**src/rtl/lcd_pkg.sv**
```systemverilog
// rtl/lcd_pkg.sv - shared states, HD44780 command constants and printable filter for the LCD line writer
package lcd_pkg;

  typedef enum logic [1:0] {
    IDLE = 2'd0,
    ADDR = 2'd1,
    CHAR = 2'd2
  } lcd_state_e;

  localparam logic [7:0] LCD_CMD_SET_DDRAM = 8'h80;
  localparam logic [7:0] LCD_LINE1_BASE    = 8'h00;
  localparam logic [7:0] LCD_LINE2_BASE    = 8'h40;
  localparam logic [7:0] LCD_BLANK         = 8'h20;
  localparam logic [7:0] LCD_PRINT_MIN     = 8'h20;
  localparam logic [7:0] LCD_PRINT_MAX     = 8'h7E;

  // Control codes would be interpreted by the controller, so they become blanks.
  function automatic logic [7:0] lcd_printable(input logic [7:0] c);
    return (c < LCD_PRINT_MIN || c > LCD_PRINT_MAX) ? LCD_BLANK : c;
  endfunction

endpackage

```
**src/rtl/lcd_frame_ram.sv**
```systemverilog
// rtl/lcd_frame_ram.sv - LINES*COLS x 8 frame buffer, one write port, asynchronous read, blank on reset
module lcd_frame_ram
  import lcd_pkg::*;
#(
  parameter int LINES = 2,
  parameter int COLS  = 16,
  parameter int DEPTH = LINES * COLS,
  parameter int AW    = (DEPTH > 1) ? $clog2(DEPTH) : 1
) (
  input  logic          clk,
  input  logic          rst_n,
  input  logic          we,
  input  logic [AW-1:0] waddr,
  input  logic [7:0]    wdata,
  input  logic [AW-1:0] raddr,
  output logic [7:0]    rdata
);

  logic [7:0] mem_q [DEPTH];

  always_ff @(posedge clk or negedge rst_n) begin
    if (!rst_n) begin
      for (int i = 0; i < DEPTH; i++) mem_q[i] <= LCD_BLANK;
    end else if (we) begin
      mem_q[waddr] <= wdata;
    end
  end

  assign rdata = mem_q[raddr];

endmodule

```
**src/rtl/lcd_line_writer.sv**
```systemverilog
// rtl/lcd_line_writer.sv - frame buffer scanner feeding DDRAM address/data bytes to the LCD nibble driver
// Optional periodic rescan: define LCD_LINE_WRITER_AUTO_REFRESH_EN.
module lcd_line_writer
  import lcd_pkg::*;
#(
  parameter int LINES          = 2,
  parameter int COLS           = 16,
  parameter int REFRESH_CYCLES = 50_000_000
) (
  input  logic       clk,
  input  logic       rst_n,
  input  logic       wr_en,
  input  logic       wr_line,
  input  logic [5:0] wr_col,
  input  logic [7:0] wr_data,
  input  logic       refresh,
  output logic       cmd_valid,
  input  logic       cmd_ready,
  output logic       cmd_rs,
  output logic [7:0] cmd_data,
  output logic       busy
);

  localparam int         DEPTH     = LINES * COLS;
  localparam int         AW        = (DEPTH > 1) ? $clog2(DEPTH) : 1;
  localparam logic [5:0] COLS_W    = 6'(COLS);
  localparam logic [5:0] LAST_COL  = 6'(COLS - 1);
  localparam logic       LAST_LINE = 1'(LINES - 1);

  lcd_state_e state_q, state_d;
  logic       line_q, line_d;
  logic [5:0] col_q, col_d;
  logic       dirty_q, dirty_d;
  logic       valid_q, valid_d;
  logic       rs_q, rs_d;
  logic [7:0] data_q, data_d;
  logic       busy_q, busy_d;

  logic          wr_line_eff, wr_ok, auto_tick, xfer;
  logic [5:0]    rd_col;
  logic [AW-1:0] waddr, raddr;
  logic [7:0]    rdata;

  assign wr_line_eff = (LINES == 1) ? 1'b0 : wr_line;
  assign wr_ok       = wr_en && (wr_col < COLS_W);
  assign waddr       = AW'(wr_line_eff) * AW'(COLS) + AW'(wr_col);
  // Read the byte that will be presented after the pending transfer.
  assign rd_col      = (state_q == CHAR) ? 6'(col_q + 6'd1) : 6'd0;
  assign raddr       = AW'(line_q) * AW'(COLS) + AW'(rd_col);
  assign xfer        = valid_q && cmd_ready;

  lcd_frame_ram #(.LINES(LINES), .COLS(COLS), .DEPTH(DEPTH), .AW(AW)) u_ram (
    .clk   (clk),
    .rst_n (rst_n),
    .we    (wr_ok),
    .waddr (waddr),
    .wdata (lcd_printable(wr_data)),
    .raddr (raddr),
    .rdata (rdata)
  );

`ifdef LCD_LINE_WRITER_AUTO_REFRESH_EN
  localparam int RW = (REFRESH_CYCLES > 1) ? $clog2(REFRESH_CYCLES) : 1;
  logic [RW-1:0] ref_cnt_q, ref_cnt_d;

  assign auto_tick = (ref_cnt_q == RW'(REFRESH_CYCLES - 1));
  assign ref_cnt_d = auto_tick ? '0 : ref_cnt_q + RW'(1);

  always_ff @(posedge clk or negedge rst_n) begin
    if (!rst_n) ref_cnt_q <= '0;
    else        ref_cnt_q <= ref_cnt_d;
  end
`else
  // No periodic rescan; REFRESH_CYCLES is legal-range positive so this is constant 0.
  assign auto_tick = (REFRESH_CYCLES < 0);
`endif

  always_comb begin
    state_d = state_q;
    line_d  = line_q;
    col_d   = col_q;
    dirty_d = dirty_q;
    valid_d = valid_q;
    rs_d    = rs_q;
    data_d  = data_q;
    busy_d  = busy_q;
    case (state_q)
      IDLE: begin
        if (dirty_q || refresh) begin
          dirty_d = 1'b0;
          line_d  = 1'b0;
          col_d   = 6'd0;
          state_d = ADDR;
          busy_d  = 1'b1;
          valid_d = 1'b1;
          rs_d    = 1'b0;
          data_d  = LCD_CMD_SET_DDRAM | LCD_LINE1_BASE;
        end
      end
      ADDR: begin
        if (xfer) begin
          state_d = CHAR;
          col_d   = 6'd0;
          rs_d    = 1'b1;
          data_d  = rdata;
        end
      end
      CHAR: begin
        if (xfer) begin
          if (col_q < LAST_COL) begin
            col_d  = 6'(col_q + 6'd1);
            data_d = rdata;
          end else if (line_q < LAST_LINE) begin
            line_d  = 1'b1;
            col_d   = 6'd0;
            state_d = ADDR;
            rs_d    = 1'b0;
            data_d  = LCD_CMD_SET_DDRAM | LCD_LINE2_BASE;
          end else begin
            state_d = IDLE;
            valid_d = 1'b0;
            busy_d  = 1'b0;
          end
        end
      end
      default: state_d = IDLE;
    endcase
    // A refresh during a scan is remembered, and any set beats the IDLE clear.
    if (state_q != IDLE && refresh) dirty_d = 1'b1;
    if (wr_en || auto_tick)         dirty_d = 1'b1;
  end

  always_ff @(posedge clk or negedge rst_n) begin
    if (!rst_n) begin
      state_q <= IDLE;
      line_q  <= 1'b0;
      col_q   <= 6'd0;
      dirty_q <= 1'b1;
      valid_q <= 1'b0;
      rs_q    <= 1'b0;
      data_q  <= 8'h00;
      busy_q  <= 1'b0;
    end else begin
      state_q <= state_d;
      line_q  <= line_d;
      col_q   <= col_d;
      dirty_q <= dirty_d;
      valid_q <= valid_d;
      rs_q    <= rs_d;
      data_q  <= data_d;
      busy_q  <= busy_d;
    end
  end

  assign cmd_valid = valid_q;
  assign cmd_rs    = rs_q;
  assign cmd_data  = data_q;
  assign busy      = busy_q;

endmodule
```
**config.mk**
```make
export PLATFORM = sky130hd
export DESIGN_NAME = lcd_line_writer
export DESIGN_NICKNAME = d
export VERILOG_FILES = /design/src/rtl/lcd_pkg.sv /design/src/rtl/lcd_frame_ram.sv /design/src/rtl/lcd_line_writer.sv
export SDC_FILE = /design/constraint.sdc
export NUM_CORES = 1
export LEC_CHECK = 0
export CAP_MARGIN = 5
export CORE_ASPECT_RATIO = 2
export CORE_MARGIN = 3
export CORE_UTILIZATION = 60
export CTS_CLUSTER_SIZE = 40
export DETAILED_ROUTE_END_ITERATION = 8
export PLACE_DENSITY = 0.78
export SYNTH_ARGS = -nofsm -noshare
export SYNTH_HDL_FRONTEND = slang
export SYNTH_SLANG_ARGS = --single-unit
```
**constraint.sdc**
```tcl
create_clock -name clk -period 4.51 [get_ports clk]
set_input_delay 0.902 -clock clk [delete_from_list [all_inputs] [get_ports clk]]
set_output_delay 0.902 -clock clk [all_outputs]
set_load 0.005 [all_outputs]
```
==> metrics <==
crit path launch=col_q[0]; number of diodes=0; r2r setup slk=1.20 ns; r2r worst-path depth=7; worst setup margin=1.20 ns; vias per cell=6.36; DRT Wirelength=between 30000 and 40000 um; main flop type after synthesis=dfrtp_1; Sink Count=roughly 280; Top Ports=31; violation count after the first detailed-route iteration=746; area share of xor/xnor cells in the synthesized design=less than 1%; Synth Area in Compound Gates=13.5%; fmax=between 300 and 400 MHz; mux cell area share after synthesis=12.2%; Seq cells post-synth=276; CP Capture Point=cmd_data[6]; Post-Synth Simple-Gate Area=between 10% and 20%; Layout area overhead=10.5%; Setup-failing EPs final=0; final setup TNS=0 ns; Fin. Hold Viols=0; Die Y-Extent=roughly 210 um; pre-CTS WS=1.01 ns; Worst EP required=4.90 ns; GPL Wtd Cong=between 0.9 and 1; count of cell types in the netlist=57; post-synthesis net count=1284; H-tree depth=1; Post-synth EDFFs=0; CTS resizes=0; Wirelength per Cell=23.4 um; post-route cell area=14300 um2; leak pwr=6.36 nW; placed cell area=13500 um2; cts bufs inserted=24; max-slew violations=0; largest net degree at the start of global routing=roughly 120; Adder-Cell Fraction of Synth Area=less than 1%; root buffer cell=clkbuf_16; reg2reg start=col_q[0]; Syn. warnings=0; Post-Syn Area=13000 um2; CTS tree=yes; status=finished, final reports clean; share of layout cells above drive strength 1=18.8%; vias in the first global route=10100; slew margin rel.=13.5%; Arrival @ worst endpoint=between 3 and 4 ns; Post-DRT Antenna Nets=0; Syn Inst Count=around 1300; cts hold-fix bufs=0; CTS Buffer Depth=3; type of origin of the critical path=flop; CP Class=reg -> reg; Seq/Total Area, Yosys=53.5%; Buffers on Ports=30; die area=23500 um2; crit end category=flop; max-cap viol count=0; Skew-Pair Late Insertion Delay=between 0.5 and 0.6 ns; largest family of logic cells by synthesized area=simple AND/OR/NAND/NOR gates; Initial Utilization=between 60 and 70%; row count=75; Setup Skew=0.00785 ns; post-CTS repair timing setup buffer count=0; syn avg cell area=10.3 um2; reg-to-reg endpoint=cmd_data[6]; async set-reset flop share out of synthesis=100%; first-pass GRT wire length=56500 um; Global Route Usage Sum=between 30% and 40%; PwrDens=~440 nW/um2; worst-margin pin slew=1.29 ns; Worst Hold Class=in -> async; Clock transition at path regs=0.07 ns; Initial DRT Pass Iterations=5; maximum fanout along the worst path=49; initial antenna violation count=0; fin crit share=73.3%; DRC=0; RSZ-0062 raised after global routing=false; min Tclk post-route=between 3 and 4 ns; fill count=approximately 1600; GRT overflow=0; hpwl dp=24500 um; nets@finish=1282; Core Area=~21000 um2; Peak VDD IR=~0.37 mV; via count=9807; Die Width=110 um
-- synthesized netlist by cell type (4+ instances only) --
cell type	number	share of area (%)
nand2_1	258	7.5
dfrtp_1	243	47
o21ai_0	122	4.7
mux2_2	101	8.8
clkbuf_1	50	1.4
a21oi_1	43	1.7
and2_1	43	2.1
nor2_1	38	1.1
a211oi_1	36	2.1
dfstp_2	33	6.7
nor2b_1	33	1.6
nand3_1	32	1.2
mux2i_1	29	2.2
a31oi_1	28	1.3
buf_2	23	0.89
a221oi_1	13	0.88
nor3_2	12	0.93
buf_1	9	0.26
inv_1	8	0.23
mux4_2	7	1.2
nand2b_1	7	0.34
nand4_1	7	0.34
a221o_1	6	0.46
buf_6	6	0.52
ha_1	6	0.58
nor3_1	6	0.23
and2_0	5	0.24
buf_4	5	0.29
o22ai_1	5	0.24
a311oi_1	4	0.27
-- layer usage --
metal	routed length (um)	GRT usage, %
met5	0	0
met4	3700	26.9
met3	1950	4.31
met2	17900	50.9
met1	12600	36.1
-- area by class of cell --
type	count	area, um2	share of cell area [%]
Clock inverter	10	153	1.06
Sequential cell	276	6950	48.5
Timing Repair Buffer	65	593	4.14
Multi-Input combinational cell	881	5580	38.9
Clock buffer	34	699	4.88
Tap cell	269	337	2.35
Inverter	8	30.0	0.209
-- logic make-up after synthesis --
kind of cell | after synthesis
simple gates | 450
xor+xnor | 6
fa+ha+maj | 6
buf+inv | 101
flops | 276
mux | 137
compound gates | 282
-- cells in the final DEF, fill, tap and decap left out, drive strengths merged, types with 8 or more instances in the layout --
cell	n
mux2i	29
nor2	38
buf	36
nor3	18
mux2	101
dfrtp	243
nor2b	33
a221oi	13
a211oi	38
dfstp	33
nand2	259
inv	8
clkdlybuf4s50	29
nand3	32
clkbuf	34
a21oi	43
and2	48
o21ai	123
a31oi	28
-- critical path, stage by stage (launching register included) --
cell and delay (ns):
dfrtp_2 0.42, ha_1 0.54, nand2_4 0.45, a211oi_1 1.06
a311oi_1 0.13, a211oi_1 0.21, or3_1 0.16, a41oi_1 0.13
-- metrics by stage --
stage / hold WS, ns / std cells / power (mW) / utilization (%)
finish: 0.202 / 1543 / 6.26 / 67.9
global route: 0.203 / 1543 / 6.47 / 67.9
CTS: 0.196 / 1543 / 6.26 / 67.9
detailed placement: 0.463 / 1499 / 4.04 / 63.9
global placement: 0.453 / 1499 / 4.01 / 63.9
floorplan: 0.442 / 1258 / 3.59 / -
-- registers in the layout, summed over array words and instances (netlist names) --
| name | flops |
|---|---|
| col_q | 6 |
| cmd_rs | 1 |
| line_q | 1 |
| busy | 1 |
| u_ram.mem_q | 256 |
| state_q | 2 |
| cmd_data | 8 |
| dirty_q | 1 |
-- power by group --
part           internal [mW]  switching, mW
combinational          0.436          0.832
clock                   1.31          0.936
sequential              2.66         0.0905
-- worst min-delay path by stage --
stage	end	slack, ns	depth (start not counted)
floorplan	u_ram.mem_q[102]	0.44	2
global placement	u_ram.mem_q[38]	0.45	2
detailed placement	u_ram.mem_q[172]	0.46	2
CTS	u_ram.mem_q[54]	0.20	1
global route	u_ram.mem_q[38]	0.20	1
finish	u_ram.mem_q[38]	0.20	1
No activity file was read; power rests on OpenSTA's default activity.
